==> src/rtl/bus_seq_ctrl_if.sv <==
// Transfer channel between the sequence controller and the I2C/SPI bus engine:
// valid/ready request handshake followed by a done pulse carrying the read byte.
interface bus_seq_ctrl_if;
    logic       xfer_valid;
    logic       xfer_ready;
    logic [3:0] xfer_cnfg;
    logic [7:0] xfer_data;
    logic       xfer_done;
    logic [7:0] xfer_rdata;

    modport master (
        output xfer_valid, xfer_cnfg, xfer_data,
        input  xfer_ready, xfer_done, xfer_rdata
    );

    modport slave (
        input  xfer_valid, xfer_cnfg, xfer_data,
        output xfer_ready, xfer_done, xfer_rdata
    );
endinterface

==> src/rtl/bus_seq_ctrl.sv <==
// Program-execution controller: fetches 13-bit sequence words, executes instruction
// words locally and hands transfer words to the bus engine.
module bus_seq_ctrl #(
    parameter int ADDR_W = 8,
    parameter int WORD_W = 13
) (
    input  logic                  clk,
    input  logic                  rst_n,
    input  logic                  start,
    input  logic [ADDR_W-1:0]     start_addr,
    input  logic                  resume,
    input  logic                  abort,
    output logic                  mem_en,
    output logic [ADDR_W-1:0]     mem_addr,
    input  logic [WORD_W-1:0]     mem_rdata,
    bus_seq_ctrl_if.master        xfer,
    output logic                  busy,
    output logic                  paused,
    output logic                  done,
    output logic                  cmp_flag,
    output logic [ADDR_W-1:0]     pc
);

    if (WORD_W != 13) begin : g_word_w_check
        $error("bus_seq_ctrl: WORD_W must be 13");
    end

    typedef enum logic [2:0] {
        S_IDLE, S_FETCH, S_DECODE, S_XFER_REQ, S_XFER_WAIT, S_WAIT_CNT, S_PAUSED
    } state_e;

    typedef enum logic [2:0] {
        OP_STOP, OP_WAIT, OP_COMPARE, OP_COMP_JMP,
        OP_PAUSE, OP_UNCOND_JMP, OP_NOP1, OP_NOP2
    } opcode_e;

    state_e            state_q, state_d;
    logic [ADDR_W-1:0] pc_q, pc_d;
    logic [7:0]        cnt_q, cnt_d;
    logic [7:0]        last_rd_q, last_rd_d;
    logic [7:0]        data_q, data_d;
    logic [3:0]        cnfg_q, cnfg_d;
    logic              cmp_q, cmp_d;
    logic              done_q, done_d;

    logic              cmd_xfer;
    opcode_e           opcode;
    logic              op_cnfg;
    logic [7:0]        op_data;
    logic [ADDR_W-1:0] offset, pc_inc, pc_jmp;

    assign cmd_xfer = mem_rdata[0];
    assign opcode   = opcode_e'(mem_rdata[3:1]);
    assign op_cnfg  = mem_rdata[4];
    assign op_data  = mem_rdata[12:5];

    // Jumps are modular: cnfg = 1 steps back ("up" the listing), 0 steps forward.
    assign offset = ADDR_W'(op_data);
    assign pc_inc = pc_q + ADDR_W'(1);
    assign pc_jmp = op_cnfg ? (pc_q - offset) : (pc_q + offset);

    // NOTE: every signal written here gets a default first, so no path can infer a latch.
    always_comb begin
        state_d   = state_q;
        pc_d      = pc_q;
        cnt_d     = cnt_q;
        last_rd_d = last_rd_q;
        data_d    = data_q;
        cnfg_d    = cnfg_q;
        cmp_d     = cmp_q;
        done_d    = 1'b0;

        if (abort) begin
            state_d = S_IDLE;
            done_d  = 1'b1;
        end else begin
            unique case (state_q)
                S_IDLE: begin
                    if (start) begin
                        pc_d    = start_addr;
                        state_d = S_FETCH;
                    end
                end
                S_FETCH: state_d = S_DECODE;
                S_DECODE: begin
                    if (cmd_xfer) begin
                        cnfg_d  = mem_rdata[4:1];
                        data_d  = op_data;
                        state_d = S_XFER_REQ;
                    end else begin
                        state_d = S_FETCH;
                        pc_d    = pc_inc;
                        case (opcode)
                            OP_STOP: begin
                                state_d = S_IDLE;
                                pc_d    = pc_q;
                                done_d  = 1'b1;
                            end
                            OP_WAIT: begin
                                cnt_d = op_data;
                                if (op_data != 8'd0) begin
                                    state_d = S_WAIT_CNT;
                                    pc_d    = pc_q;
                                end
                            end
                            OP_COMPARE:    cmp_d = op_cnfg ? (last_rd_q == op_data)
                                                           : (last_rd_q != op_data);
                            OP_COMP_JMP:   if (cmp_q) pc_d = pc_jmp;
                            OP_PAUSE: begin
                                state_d = S_PAUSED;
                                pc_d    = pc_q;
                            end
                            OP_UNCOND_JMP: pc_d = pc_jmp;
                            default: ;
                        endcase
                    end
                end
                S_XFER_REQ: begin
                    if (xfer.xfer_ready) state_d = S_XFER_WAIT;
                end
                S_XFER_WAIT: begin
                    if (xfer.xfer_done) begin
                        last_rd_d = xfer.xfer_rdata;
                        pc_d      = pc_inc;
                        state_d   = S_FETCH;
                    end
                end
                S_WAIT_CNT: begin
                    // The counter was loaded with a non-zero value; leaving on 1 gives exactly N cycles here.
                    cnt_d = cnt_q - 8'd1;
                    if (cnt_q == 8'd1) begin
                        pc_d    = pc_inc;
                        state_d = S_FETCH;
                    end
                end
                S_PAUSED: begin
                    if (resume) begin
                        pc_d    = pc_inc;
                        state_d = S_FETCH;
                    end
                end
                default: state_d = S_IDLE;
            endcase
        end
    end

    // NOTE: state registers use non-blocking assignments so all flops update together at the edge.
    always_ff @(posedge clk or negedge rst_n) begin
        if (!rst_n) begin
            state_q   <= S_IDLE;
            pc_q      <= '0;
            cnt_q     <= '0;
            last_rd_q <= '0;
            data_q    <= '0;
            cnfg_q    <= '0;
            cmp_q     <= 1'b0;
            done_q    <= 1'b0;
        end else begin
            state_q   <= state_d;
            pc_q      <= pc_d;
            cnt_q     <= cnt_d;
            last_rd_q <= last_rd_d;
            data_q    <= data_d;
            cnfg_q    <= cnfg_d;
            cmp_q     <= cmp_d;
            done_q    <= done_d;
        end
    end

    assign mem_en          = (state_q == S_FETCH);
    assign mem_addr        = pc_q;
    // Abort withdraws the request in the same cycle it is seen.
    assign xfer.xfer_valid = (state_q == S_XFER_REQ) && !abort;
    assign xfer.xfer_cnfg  = cnfg_q;
    assign xfer.xfer_data  = data_q;
    assign busy            = (state_q != S_IDLE);
    assign paused          = (state_q == S_PAUSED);
    assign done            = done_q;
    assign cmp_flag        = cmp_q;
    assign pc              = pc_q;

endmodule

==> src/flat_wrapper.sv <==
// flat-port wrapper written by rule: the top's interface ports become plain ports
module bus_seq_ctrl_flat 
#(
    parameter int ADDR_W = 8,
    parameter int WORD_W = 13
)
  (clk, rst_n, start, start_addr, resume, abort, mem_en, mem_addr, mem_rdata, busy, paused, done, cmp_flag, pc, xfer_xfer_valid, xfer_xfer_cnfg, xfer_xfer_data, xfer_xfer_ready, xfer_xfer_done, xfer_xfer_rdata);
  bus_seq_ctrl_if xfer_i ();
  input  logic clk;
  input  logic rst_n;
  input  logic start;
  input  logic [ADDR_W-1:0] start_addr;
  input  logic resume;
  input  logic abort;
  output logic mem_en;
  output logic [ADDR_W-1:0] mem_addr;
  input  logic [WORD_W-1:0] mem_rdata;
  output logic busy;
  output logic paused;
  output logic done;
  output logic cmp_flag;
  output logic [ADDR_W-1:0] pc;
  output wire logic [$bits(xfer_i.xfer_valid)-1:0] xfer_xfer_valid;
  output wire logic [$bits(xfer_i.xfer_cnfg)-1:0] xfer_xfer_cnfg;
  output wire logic [$bits(xfer_i.xfer_data)-1:0] xfer_xfer_data;
  input wire logic [$bits(xfer_i.xfer_ready)-1:0] xfer_xfer_ready;
  input wire logic [$bits(xfer_i.xfer_done)-1:0] xfer_xfer_done;
  input wire logic [$bits(xfer_i.xfer_rdata)-1:0] xfer_xfer_rdata;
  assign xfer_xfer_valid = xfer_i.xfer_valid;
  assign xfer_xfer_cnfg = xfer_i.xfer_cnfg;
  assign xfer_xfer_data = xfer_i.xfer_data;
  assign xfer_i.xfer_ready = xfer_xfer_ready;
  assign xfer_i.xfer_done = xfer_xfer_done;
  assign xfer_i.xfer_rdata = xfer_xfer_rdata;
  bus_seq_ctrl #(.ADDR_W(ADDR_W), .WORD_W(WORD_W)) u_core (.clk(clk), .rst_n(rst_n), .start(start), .start_addr(start_addr), .resume(resume), .abort(abort), .mem_en(mem_en), .mem_addr(mem_addr), .mem_rdata(mem_rdata), .xfer(xfer_i), .busy(busy), .paused(paused), .done(done), .cmp_flag(cmp_flag), .pc(pc));
endmodule
==> config.mk <==
export PLATFORM = sky130hd
export DESIGN_NAME = bus_seq_ctrl_flat
export DESIGN_NICKNAME = d
export VERILOG_FILES = /design/src/rtl/bus_seq_ctrl_if.sv /design/src/rtl/bus_seq_ctrl.sv /design/src/flat_wrapper.sv
export SDC_FILE = /design/constraint.sdc
export NUM_CORES = 1
export LEC_CHECK = 0
export CAP_MARGIN = 15
export CORE_ASPECT_RATIO = 1.1
export CORE_MARGIN = 8
export CORE_UTILIZATION = 50
export CTS_BUF_LIST = sky130_fd_sc_hd__clkbuf_8
export DETAILED_ROUTE_END_ITERATION = 8
export GPL_ROUTABILITY_DRIVEN = 0
export GPL_TIMING_DRIVEN = 0
export PLACE_DENSITY = 0.89
export SLEW_MARGIN = 30
export SYNTH_ARGS = -nofsm -noshare
export SYNTH_HDL_FRONTEND = slang
export SYNTH_SLANG_ARGS = --single-unit
export TNS_END_PERCENT = 100
==> constraint.sdc <==
create_clock -name clk -period 5.97 [get_ports clk]
set_clock_uncertainty 0.2 [all_clocks]
set_input_delay 1.194 -clock clk [delete_from_list [all_inputs] [get_ports clk]]
set_output_delay 1.194 -clock clk [all_outputs]
set_load 0.02 [all_outputs]
Word-level counts from Yosys, hierarchy flattened
Index checks and enable logic that the tools add are counted.
{"block": "word_totals", "latch_bits": 0, "in_bits": 36, "register_bits": 41, "ramBits": 0, "mem_bits_ro": 0, "mem_count": 0}
{"block": "op_classes", "div": 0, "n_eq_ne": 27, "n_bitwise": 2, "mul": 0, "reduce_logical": 15, "mux": 28, "addsub": 4, "order_cmp": 0, "shift": 0}
{"cell": "8-bit two-way mux", "count": 10}
{"cell": "8-bit case mux with 5 select lines", "count": 1}
{"cell": "8-bit case mux with 4 select lines", "count": 1}
{"cell": "3-bit two-way mux", "count": 8}
{"cell": "3-bit case mux with 7 select lines", "count": 1}
{"cell": "8-bit case mux with 2 select lines", "count": 1}
{"cell": "3-bit == test, second input constant", "count": 5}
{"cell": "3-bit != test, second input constant", "count": 5}
{"cell": "3-bit by 2-bit == test with 1-bit output, second input constant", "count": 4}
{"cell": "2-bit != test, second input constant", "count": 6}
{"cell": "3-bit case mux with 3 select lines", "count": 1}
{"cell": "9-bit AND reduction", "count": 1}
{"cell": "8-bit by 1-bit adder with 8-bit output, second input constant", "count": 1}
{"cell": "8-bit adder", "count": 1}
{"cell": "8-bit by 1-bit == test with 1-bit output, second input constant", "count": 1}
{"cell": "8-bit == test", "count": 1}
{"cell": "8-bit != test", "count": 1}
{"cell": "4-bit AND reduction", "count": 2}
{"cell": "8-bit nonzero test", "count": 1}
{"cell": "8-bit by 1-bit subtractor with 8-bit output, second input constant", "count": 1}
{"cell": "8-bit subtractor", "count": 1}
{"cell": "3-bit by 1-bit == test with 1-bit output, second input constant", "count": 2}
{"cell": "3-bit zero test", "count": 2}
{"cell": "3-bit AND reduction", "count": 2}
{"cell": "other kinds (11)", "count": 16}

Longest topological paths before layout
Gate-level depths: netlist of run 1.
{"block": "logic_depth", "ltp_word": 6, "ltp_mapped": 13, "ltp_nobuf": 13}

Least setup slack after synthesis of run 1
Ideal clock, no wire load.
{"block": "synth_timing", "path_kind": "input-to-reg", "startpoint": "in mem_rdata[5]", "endpoint": "reg u_core.pc_q[5] (netlist: u_core.mem_addr[5])", "arrival_ns": 3.058, "setup_ns": 0.121, "path_stages": 13, "t_required_ns": 5.649, "path_buffers": 0, "slack_ns": 2.590, "path_cell_list": "inv_1 > ha_1 > or2b_1 > nor2_1 > nor2_1 > xnor2_1 > ha_1 > and3_1 > a21oi_1 > nand3b_1 > xnor2_1 > o21ai_0 > a22o_1"}
{"block": "synth_via", "elab_chain_len": 6, "elab_cells_between_ends": 10, "classes_between": "2 x add/sub; 1 x eq/ne; 5 x mux; 2 x reduce/logical"}
{"element": "from (decl)", "line_no": "flat_wrapper.sv:17", "text": "input logic [WORD_W-1:0] mem_rdata;"}
{"element": "8-bit adder / 8-bit subtractor (equally long branches)", "line_no": "bus_seq_ctrl.sv:60", "text": "assign pc_jmp = op_cnfg ? (pc_q - offset) : (pc_q + offset);"}
{"element": "8-bit two-way mux", "line_no": "bus_seq_ctrl.sv:60"}
{"element": "8-bit two-way mux", "line_no": "bus_seq_ctrl.sv:108", "text": "OP_COMP_JMP: if (cmp_q) pc_d = pc_jmp;"}
{"element": "8-bit case mux with 4 select lines", "line_no": "bus_seq_ctrl.sv:93", "text": "case (opcode)"}
{"element": "8-bit two-way mux", "line_no": "bus_seq_ctrl.sv:86", "text": "if (cmd_xfer) begin"}
{"element": "8-bit case mux with 5 select lines", "line_no": "bus_seq_ctrl.sv:77", "text": "unique case (state_q)"}
{"element": "to (signal assigned)", "line_no": "bus_seq_ctrl.sv:160", "text": "pc_q <= pc_d;"}
{"element": "to (decl)", "line_no": "bus_seq_ctrl.sv:38", "text": "logic [ADDR_W-1:0] pc_q, pc_d;"}
Parallel ways exist; a longest one is shown, timed or not. The select of a mux whose other input is x is not followed.
A chain may end at the register's enable or synchronous reset.

Worst setup path in the final report of run 1
Same ends and word-level chain as after synthesis.

==> results of run 1 <==
## path summary, 6_finish.rpt
kind | startpoint | end | slack [ns] | cells past startpoint
worst max register to register | u_core.state_q[1]$_DFFE_PN0P_ | u_core.mem_addr[7]$_DFFE_PN0P_ | 3.40 | 7
min in group asynchronous | rst_n | u_core.mem_addr[3]$_DFFE_PN0P_ | 0.61 | 1
worst max-delay path | mem_rdata[5] | u_core.mem_addr[5]$_DFFE_PN0P_ | 2.07 | 14
worst min register to register | u_core.xfer.xfer_data[7]$_DFFE_PN0P_ | u_core.xfer.xfer_data[7]$_DFFE_PN0P_ | 0.31 | 1
max in group asynchronous | rst_n | u_core.state_q[2]$_DFFE_PN0P_ | 4.49 | 2
worst min-delay path | u_core.xfer.xfer_data[7]$_DFFE_PN0P_ | u_core.xfer.xfer_data[7]$_DFFE_PN0P_ | 0.31 | 1
## logic make-up (layout without fill, tap and decap cells)
logic type                 Yosys count  count (layout)  synth area share, %
AOI/OAI and AO/OA                   78              78                 17.5
xor gates and xnor gates            24              24                 7.32
adders and majority gates           12              12                 5.49
buffers and inverters               32             105                 6.10
DFF                                 41              41                 35.7
muxes                               23              23                 8.93
and+or+nand+nor                     97              97                 18.9
## cells in the final DEF, fill, tap and decap left out, types with 8 or more instances in the layout
cell	n
sky130_fd_sc_hd__nor3_1	10
sky130_fd_sc_hd__nand2_1	17
sky130_fd_sc_hd__clkbuf_1	9
sky130_fd_sc_hd__buf_4	8
sky130_fd_sc_hd__xor2_1	12
sky130_fd_sc_hd__dfrtp_1	41
sky130_fd_sc_hd__ha_1	11
sky130_fd_sc_hd__clkdlybuf4s50_1	63
sky130_fd_sc_hd__a21oi_1	19
sky130_fd_sc_hd__nor2_1	25
sky130_fd_sc_hd__xnor2_1	12
sky130_fd_sc_hd__o21ai_0	21
sky130_fd_sc_hd__mux2_2	21
sky130_fd_sc_hd__inv_1	11
## sequential cells by signal (all words and copies together) (netlist names)
register / flops
u_core.cnt_q: 8
u_core.last_rd_q: 8
u_core.mem_addr: 8
u_core.xfer.xfer_data: 8
u_core.xfer.xfer_cnfg: 4
u_core.state_q: 3
u_core.cmp_flag: 1
u_core.done: 1
## power groups by stage
stage               Sequential [mW]  Combinational (mW)  Clock, mW
floorplan                     0.561               0.516          0
global placement              0.494               0.901          0
detailed placement            0.504               0.930          0
CTS                           0.499               0.936      0.236
global route                  0.519                1.01      0.250
finish                        0.500               0.934      0.234
## through the flow
step	instance area (µm²)	setup slack [ns]	utilization, %
5_1_grt	3740	1.89	66.1
3_5_place_dp	3620	1.76	64.0
2_1_floorplan	2870	2.59	-
3_3_place_gp	3610	1.81	63.7
4_1_cts	3740	2.08	66.1
6_report	3740	2.07	66.1
## final cells by class
cell class / count / area, µm² / share of cell area [%]
clock inverter: 2 / 33.8 / 0.903
inverter: 10 / 37.5 / 1.00
sequential: 41 / 1030 / 27.4
clock buffer: 6 / 82.6 / 2.21
multi-input combinational: 234 / 1670 / 44.7
buffer: 22 / 138 / 3.68
timing repair buffer: 65 / 656 / 17.5
tap: 77 / 96.3 / 2.58
## metal layers
metal / up-vias / part of all wire, %
met3: 16 / 8.7
met5: - / 0
li1: 1249 / -
met1: 1288 / 39
met2: 119 / 50
met4: 0 / 2.2
## worst max-delay path: cells and delay by family
kind / cells / cell delay, ns
AO/OA/AOI/OAI: 3 / 0.49
XOR/XNOR: 2 / 0.28
adder cells (fa/ha/maj): 2 / 0.52
buffers and inverters: 2 / 0.70
AND/OR/NAND/NOR: 5 / 0.71
==> run metrics, run 1 <==
Starting DRT DRC Count 130; MaxCap Viol Count 0; sort of element at the start of the critical path input port; count of antenna diodes in the layout 0; largest buffer count on any clock path 2; minimum clock period after layout ~4 ns; Post-Synthesis Cells 307; length of the first detailed-routing pass in iterations 5; final-layout fill cell count 471; switching component of the power 679 µW; final WL approximately 7600 µm; flop and latch count out of synthesis 41; maximum resistive drop on vdd around 0.00032 V; EDFF count, synth 0; post-synthesis cell type with the largest combined area sky130_fd_sc_hd__dfrtp_1; global routing usage on met3 under 10%; starting utilization of the core area 50.7%; final max-slew violation count 0; synthesis-to-layout area growth 30.2%; share of flip-flops with an asynchronous set or reset after synthesis between 90% and 100%; via count approximately 2.7k; DR DRC count 0; CTS clock-pin slew for the worst setup and hold paths 0.08 ns; status completed; total internal power ~990 µW; io pins 70; Setup Fix Bufs, Post-CTS 0; CP endpoint kind register; total number of placement rows 29; detailed placement HPWL between 5000 and 6000 µm; cells along the critical path clkdlybuf4s50_1 > inv_1 > ha_1 > or2b_1 > nor2_1 > nor2_1 > xnor2_1 > ha_1 > and3_1 > a21oi_1 > nand3b_1 > xnor2_1 > o21ai_0 > a22o_1; actual slew at the worst max-slew pin about 0.96 ns; sequential fraction of the synthesis area a little over a third; accumulated negative setup slack 0 ns; final layout net count ~430; CTS Buf Count 5; switching part of the total power about two fifths; total congestion overflow 0; met2 Resource Use GR around a third; proportion of layout cells with a drive suffix above 1 13.7%; detail-routed net length per standard cell 16.7 µm; via count of the first global-routing pass approximately 2.7k; number of antenna violations at the first check in global routing 0; cell leakage power approximately 1.6 nW; fin crit share roughly two thirds; CTS tree done; crit path kind input port to register; portion of synthesized cell area occupied by the leading cell type 35.7%; area of the core around 0.0057 mm²; post-synthesis instance area 0.00287 mm²; Max FO, Critical Path 5; Final Setup Violations 0; Vert. Die Dim 95.5 µm; power density normalized to cell area 446 mW/mm²; commonest cells in the synthesized netlist sky130_fd_sc_hd__dfrtp_1 (41), sky130_fd_sc_hd__nor2_1 (25), sky130_fd_sc_hd__mux2_2 (21), sky130_fd_sc_hd__o21ai_0 (21), sky130_fd_sc_hd__a21oi_1 (19); post-cts sizing count 0; worst-case headroom to the max-slew limit a little over a third; ranking of synthesized cells by area sky130_fd_sc_hd__dfrtp_1 (36%), sky130_fd_sc_hd__mux2_2 (8.2%), sky130_fd_sc_hd__ha_1 (4.8%); Clock Sink Count between 40 and 50; nets in the synthesized netlist roughly 360; most utilized layer in the global route result met2; pin count of the biggest net entering global routing 26; data arrival time at the worst-slack endpoint a little under 4 ns; setup repair after global routing missed its margin false; standard cell with the maximum stage delay on the critical path sky130_fd_sc_hd__clkdlybuf4s50_1; Clock Latency Late Sink 0.30 ns; hold crit path type register to register; power share of the sequential group 30.0%; most common cell in the synthesized netlist sky130_fd_sc_hd__dfrtp_1; via/cell ratio about 5.8; Die Area around 0.0084 mm²; GR met1 Demand/Resource 22.5%; critical path's largest stage delay around 0.6 ns; main flop type after synthesis sky130_fd_sc_hd__dfrtp_1; root cell of the clock tree sky130_fd_sc_hd__clkbuf_8; GRT Resource Usage Total 19.4%; residual antenna-violating net count after detailed routing 0; global-route wire length before repair 13000 µm; synthesized area per cell 9.35 µm²; Max Clock Freq 0.257 GHz; count of different cell masters after synthesis 61; post-cts hold buffer count 0; total placed cells including tap cells 449; H-Tree Depth 2; power share of the clock group between 10% and 20%; horizontal die dimension roughly 90 µm; non-filler instance count after layout roughly 460; Yosys warnings 0; Port-buffer cells 64; Overall Power approximately 1.7 mW; Worst Hold Margin 0.309 ns; final hold viol count 0; required time reported for the critical path endpoint between 5 and 6 ns; proportion of power drawn by combinational gates roughly 56%
Note: power is estimated with default switching activity, not from simulation.
==> run 2, diff against run 1 <==
- CORE_UTILIZATION: 50 -> 47
- PLACE_DENSITY: 0.89 -> 0.88
- clock period: 5.97 -> 3.2 ns (I/O delays scaled with it)
==> run 2 against run 1 <==
  * Global-route usage is 1.9 points lower
  * Worst setup slack worse by 1.9 ns
  * First-iteration DRC count is 4.6% higher
  * Worst hold slack worse by 0.26 ns
  * Combinational power is 87% higher
  * Count of clock-buffer cells in the layout stayed put
  * Register-to-register slack worse by 2.8 ns
  * Flip-flop and latch count stayed put
  * Clock power is 88% higher
  * Die area is 5.3% higher
  * Critical path depth is 9 lower
  * Design area hardly changed
==> run metrics, run 2 (same netlist as run 1, synthesis figures left out) <==
Worst Hold Margin 0.0446 ns (was 0.309 ns); Clock Sink Count 41 (unchanged); hold crit path type input port to async pin (was register to register); crit path kind register to primary output (was input port to register); Max FO, Critical Path 10 (was 5); io pins 70 (unchanged); via count 2645 (was 2672); total number of placement rows 30 (was 29); most frequent cells in the layout sky130_fd_sc_hd__clkdlybuf4s50_1 (60), sky130_fd_sc_hd__dfrtp_1 (41), sky130_fd_sc_hd__nor2_1 (25) (was sky130_fd_sc_hd__clkdlybuf4s50_1 (63), sky130_fd_sc_hd__dfrtp_1 (41), sky130_fd_sc_hd__nor2_1 (25)); via count of the first global-routing pass 2737 (was 2729); largest buffer count on any clock path 2 (unchanged); R2R setup slack 0.64 ns (was 3.40 ns); data arrival time at the worst-slack endpoint 2.21 ns (was 3.90 ns); storage element area 0.00103 mm² (unchanged); most frequent standard cell in the layout excluding fill and tap cells sky130_fd_sc_hd__clkdlybuf4s50_1 (unchanged); GR met1 Demand/Resource 19.9% (was 22.5%); pin count of the biggest net entering global routing 27 (was 26); total congestion overflow 0 (unchanged); length of the first detailed-routing pass in iterations 5 (unchanged); starting utilization of the core area 47.5% (was 50.7%); horizontal die dimension 90.5 µm (was 88.3 µm); cells along the critical path clkbuf_1 > buf_1 > nand3b_1 > nor2_1 > clkdlybuf4s50_1 (was clkdlybuf4s50_1 > inv_1 > ha_1 > or2b_1 > nor2_1 > nor2_1 > xnor2_1 > ha_1 > and3_1 > a21oi_1 > nand3b_1 > xnor2_1 > o21ai_0 > a22o_1); non-filler instance count after layout 460 (was 457); standard cell with the maximum stage delay on the critical path sky130_fd_sc_hd__clkdlybuf4s50_1 (unchanged); worst-case reg-to-reg path depth 7 (unchanged); synthesis-to-layout area growth 30.3% (was 30.2%); residual antenna-violating net count after detailed routing 0 (unchanged); most utilized layer in the global route result met2 (unchanged); DR DRC count 0 (unchanged); cell leakage power 1.57 nW (was 1.56 nW); Starting DRT DRC Count 136 (was 130); via/cell ratio 5.75 (was 5.85); count of antenna diodes in the layout 0 (unchanged); detailed placement HPWL 5910 µm (was 5840 µm); setup repair after global routing missed its margin false (unchanged); Port-buffer cells 64 (unchanged); proportion of layout cells with a drive suffix above 1 14.5% (was 13.7%); detail-routed net length per standard cell 16.8 µm (was 16.7 µm); CP endpoint kind primary output (was register); CTS tree done (unchanged); CTS clock-pin slew for the worst setup and hold paths 0.09 ns (was 0.08 ns); worst-case headroom to the max-slew limit 35.2% (was 35.9%); global-route wire length before repair 13000 µm (unchanged); reg-to-reg startpoint u_core.state_q[1]$_DFFE_PN0P_ (unchanged); Setup Fix Bufs, Post-CTS 0 (unchanged); final WL 7750 µm (was 7620 µm); met2 Resource Use GR 30.8% (was 32.6%); GRT Resource Usage Total 17.4% (was 19.4%); Final Setup Violations 0 (unchanged); Die Area 0.00887 mm² (was 0.00843 mm²); final critical-path setup slack 0.148 ns (was 2.07 ns); root cell of the clock tree sky130_fd_sc_hd__clkbuf_8 (unchanged); Max Clock Freq between 0.3 and 0.4 GHz; total placed cells including tap cells 452 (was 449); final max-slew violation count 0 (unchanged); status completed (unchanged); final layout net count 427 (unchanged); number of antenna violations at the first check in global routing 0 (unchanged); setup slack after placement -0.493 ns (was 1.76 ns); Clock Latency Late Sink 0.31 ns (was 0.30 ns); minimum clock period after layout between 3 and 4 ns; final hold viol count 0 (unchanged); global routing usage on met3 4.45% (was 5.43%); maximum resistive drop on vdd 0.000464 V (was 0.000323 V); CTS Buf Count 5 (unchanged); Overall Power 3.12 mW (was 1.67 mW); sort of element at the start of the critical path register (was input port); MaxCap Viol Count 0 (unchanged); final-layout fill cell count 498 (was 471); power density normalized to cell area 833 mW/mm² (was 446 mW/mm²); required time reported for the critical path endpoint 2.36 ns (was 5.97 ns); actual slew at the worst max-slew pin 0.970 ns (was 0.958 ns); Vert. Die Dim 98.0 µm (was 95.5 µm); Crit path max-delay family buffers and inverters (was simple AND/OR/NAND/NOR gates); fin crit share 95.4%; area of the core 0.00604 mm² (was 0.00566 mm²); startpoint of the worst setup timing path u_core.state_q[1]$_DFFE_PN0P_ (was mem_rdata[5]); area of the multi-input gates 0.00168 mm² (was 0.00167 mm²); worst flop-to-flop path endpoint u_core.cnt_q[3]$_DFFE_PN0P_ (was u_core.mem_addr[7]$_DFFE_PN0P_); H-Tree Depth 2 (unchanged); critical path's largest stage delay 0.62 ns (was 0.60 ns); post-cts hold buffer count 0 (unchanged); CP Buf/Inv Count 3 (was 2)
run 2: cell count changes in the layout (fill, tap and decap cells not counted), sizes merged:
cell and delta:
clkdlybuf4s50 -3, buf +1, clkbuf +1, dlymetal6s2s +1
run 2: layer usage:
| metal | vias up | share of wire, % |
|---|---|---|
| met5 | - | 0 |
| met4 | 0 | 1.6 |
| met3 | 12 | 7.5 |
| met2 | 104 | 50 |
| met1 | 1279 | 41 |
| li1 | 1250 | - |
run 2: what timing repair did:
action | CTS | global route
gates resized for setup | 2 | 7
endpoints found under the hold margin | 0 | 0
setup endpoints to repair | 4 | 4
run 2: report_power, final:
group	internal [mW]	switching (mW)
Combinational	0.874	0.872
Sequential	0.719	0.211
Clock	0.251	0.189
run 2: stage by stage:
| step | util (%) | instance area (µm²) | TNS [ns] |
|---|---|---|---|
| 4_1_cts | 61.9 | 3740 | 0 |
| 2_1_floorplan | - | 2870 | 0 |
| 5_1_grt | 61.9 | 3740 | 0 |
| 6_report | 61.9 | 3740 | 0 |
| 3_3_place_gp | 59.8 | 3610 | -1.18 |
| 3_5_place_dp | 60.0 | 3630 | -1.86 |
run 2: cell type report:
| cell class | instances | share of cell area, % |
|---|---|---|
| Multi-Input combinational cell | 234 | 44.8 |
| Sequential cell | 41 | 27.4 |
| Timing Repair Buffer | 65 | 17.3 |
| Buffer | 22 | 3.68 |
| Tap cell | 80 | 2.68 |
| Clock buffer | 6 | 2.21 |
| Inverter | 10 | 1.00 |
| Clock inverter | 2 | 0.903 |
run 2: worst max-delay path by stage:
stage                                           to  cells after the start
finish                             xfer_xfer_valid                      5
global route                       xfer_xfer_valid                      5
detailed placement  u_core.mem_addr[5]$_DFFE_PN0P_                     14
floorplan           u_core.mem_addr[5]$_DFFE_PN0P_                     13
CTS                 u_core.mem_addr[5]$_DFFE_PN0P_                     14
global placement    u_core.mem_addr[5]$_DFFE_PN0P_                     14
==> run 3, diff against run 2 <==
- SETUP_SLACK_MARGIN: default -> 0.1
==> run 3 against run 2 <==
  * Design area rose by 0.90%
  * Critical path depth rose by 2
  * Total power rose by 1.8%
  * Die area did not move
  * Wire length rose by 1.6%
  * Flip-flop and latch count did not move
  * Worst setup slack improved by 0.038 ns
  * Global-route usage rose by 0.18 points
  * Combinational power rose by 3%
  * Worst hold slack improved by 0.0056 ns
  * Utilization rose by 0.56 points
  * Via count rose by 0.30%
==> run metrics, run 3 (same netlist as run 1, synthesis figures left out) <==
pin count of the biggest net entering global routing 27 (unchanged); setup slack after placement -0.493 ns (unchanged); data arrival time at the worst-slack endpoint 3.01 ns (was 2.21 ns); Die Area 0.00887 mm² (unchanged); starting utilization of the core area 47.5% (unchanged); most frequent standard cell in the layout excluding fill and tap cells sky130_fd_sc_hd__clkdlybuf4s50_1 (unchanged); final critical-path setup slack 0.186 ns (was 0.148 ns); setup repair after global routing missed its margin false (unchanged); CTS clock-pin slew for the worst setup and hold paths 0.08 ns (was 0.09 ns); largest buffer count on any clock path 2 (unchanged); horizontal die dimension 90.5 µm (unchanged); proportion of layout cells with a drive suffix above 1 16.7% (was 14.5%); via count 2653 (was 2645); length of the first detailed-routing pass in iterations 4 (was 5); minimum clock period after layout 3.01 ns (was 3.05 ns); detailed placement HPWL 5910 µm (unchanged); CP endpoint kind register (was primary output); GRT Resource Usage Total 17.6% (was 17.4%); hold crit path type input port to async pin (unchanged); Vert. Die Dim 98.0 µm (unchanged); io pins 70 (unchanged); final WL 7870 µm (was 7750 µm); most frequent cells in the layout sky130_fd_sc_hd__clkdlybuf4s50_1 (60), sky130_fd_sc_hd__dfrtp_1 (41), sky130_fd_sc_hd__nor2_1 (24) (was sky130_fd_sc_hd__clkdlybuf4s50_1 (60), sky130_fd_sc_hd__dfrtp_1 (41), sky130_fd_sc_hd__nor2_1 (25)); power density normalized to cell area 840 mW/mm² (was 833 mW/mm²); global-route wire length before repair 13100 µm (was 13000 µm); Clock Sink Count 41 (unchanged); number of antenna violations at the first check in global routing 0 (unchanged); Crit path max-delay family simple AND/OR/NAND/NOR gates (was buffers and inverters); CTS tree done (unchanged); post-cts hold buffer count 0 (unchanged); H-Tree Depth 2 (unchanged); final max-slew violation count 0 (unchanged); synthesis-to-layout area growth 31.5% (was 30.3%); worst-case headroom to the max-slew limit 38.0% (was 35.2%); Starting DRT DRC Count 200 (was 136); area of the core 0.00604 mm² (unchanged); CTS Buf Count 5 (unchanged); residual antenna-violating net count after detailed routing 0 (unchanged); detail-routed net length per standard cell 17.0 µm (was 16.8 µm); Clock Latency Late Sink 0.30 ns (was 0.31 ns); maximum resistive drop on vdd 0.000466 V (was 0.000464 V); standard cell with the maximum stage delay on the critical path sky130_fd_sc_hd__or4_4 (was sky130_fd_sc_hd__clkdlybuf4s50_1); Final Setup Violations 0 (unchanged); required time reported for the critical path endpoint 3.19 ns (was 2.36 ns); MaxCap Viol Count 0 (unchanged); total number of placement rows 30 (unchanged); final layout net count 430 (was 427); sort of element at the start of the critical path input port (was register); Max Clock Freq 0.332 GHz (was 0.328 GHz); Max FO, Critical Path 7 (was 10); Port-buffer cells 64 (unchanged); count of antenna diodes in the layout 0 (unchanged); via count of the first global-routing pass 2772 (was 2737); DR DRC count 0 (unchanged); status completed (unchanged); crit path kind input port to register (was register to primary output); critical path's largest stage delay 0.61 ns (was 0.62 ns); CP Buf/Inv Count 1 (was 3); total congestion overflow 0 (unchanged); Overall Power 3.17 mW (was 3.12 mW); R2R setup slack 0.67 ns (was 0.64 ns); DP Area 0.00363 mm² (unchanged); fin crit share 94.2% (was 95.4%); via/cell ratio 5.73 (was 5.75); accumulated negative setup slack 0 ns (unchanged); final non-filler cell area 0.00377 mm² (was 0.00374 mm²); actual slew at the worst max-slew pin 0.928 ns (was 0.970 ns); cells along the critical path clkdlybuf4s50_1 > or4_4 > o311ai_2 > a32oi_1 > nor3_4 > a21bo_1 > a22o_1 (was clkbuf_1 > buf_1 > nand3b_1 > nor2_1 > clkdlybuf4s50_1); final hold viol count 0 (unchanged); cell leakage power 1.59 nW (was 1.57 nW); root cell of the clock tree sky130_fd_sc_hd__clkbuf_8 (unchanged)
## run 3: final cells by class
class                      count  area, µm²
tap                           80        100
buffer                        22        139
multi-input combinational    234       1690
fill                         494       2270
timing repair buffer          68        667
clock buffer                   6       82.6
sequential                    41       1030
inverter                      10       37.5
clock inverter                 2       33.8
## run 3: worst paths after layout
check                                                startpoint                              endpoint  cells after the start
max in group asynchronous                                 rst_n  u_core.xfer.xfer_data[4]$_DFFE_PN0P_                      2
min in group clk           u_core.xfer.xfer_cnfg[0]$_DFFE_PN0P_  u_core.xfer.xfer_cnfg[0]$_DFFE_PN0P_                      1
max reg2reg                       u_core.state_q[1]$_DFFE_PN0P_           u_core.cnt_q[3]$_DFFE_PN0P_                      7
max                                               mem_rdata[11]        u_core.mem_addr[5]$_DFFE_PN0P_                      7
min                                                       rst_n        u_core.mem_addr[3]$_DFFE_PN0P_                      1
min reg2reg                u_core.xfer.xfer_cnfg[0]$_DFFE_PN0P_  u_core.xfer.xfer_cnfg[0]$_DFFE_PN0P_                      1
## run 3: stage by stage
| stage | hold WS (ns) | instances | utilization (%) |
|---|---|---|---|
| 2_1_floorplan | 0.144 | 307 | - |
| 3_3_place_gp | 0.291 | 451 | 59.8 |
| 3_5_place_dp | 0.295 | 452 | 60.0 |
| 4_1_cts | 0.0630 | 462 | 62.4 |
| 5_1_grt | 0.0778 | 463 | 62.5 |
| 6_report | 0.0502 | 463 | 62.5 |
## run 3: metal layers
layer | routed length, µm | GRT usage [%] | vias up
met5 | 0 | 0 | -
li1 | - | - | 1255
met4 | 101 | 6.03 | 0
met3 | 640 | 4.60 | 10
met2 | 4000 | 31.0 | 113
met1 | 3130 | 20.0 | 1275
## run 3: power breakdown
group / switching, mW / leakage (nW) / internal [mW]
logic: 0.896 / 1.01 / 0.908
registers: 0.211 / 0.518 / 0.719
clock network: 0.186 / 0.0626 / 0.251
## run 3: repair_timing
action	4_1_cts	5_1_grt
buffers inserted	2	1
pin swaps	2	3
resized for setup	10	8
endpoints found under the setup margin	4	4
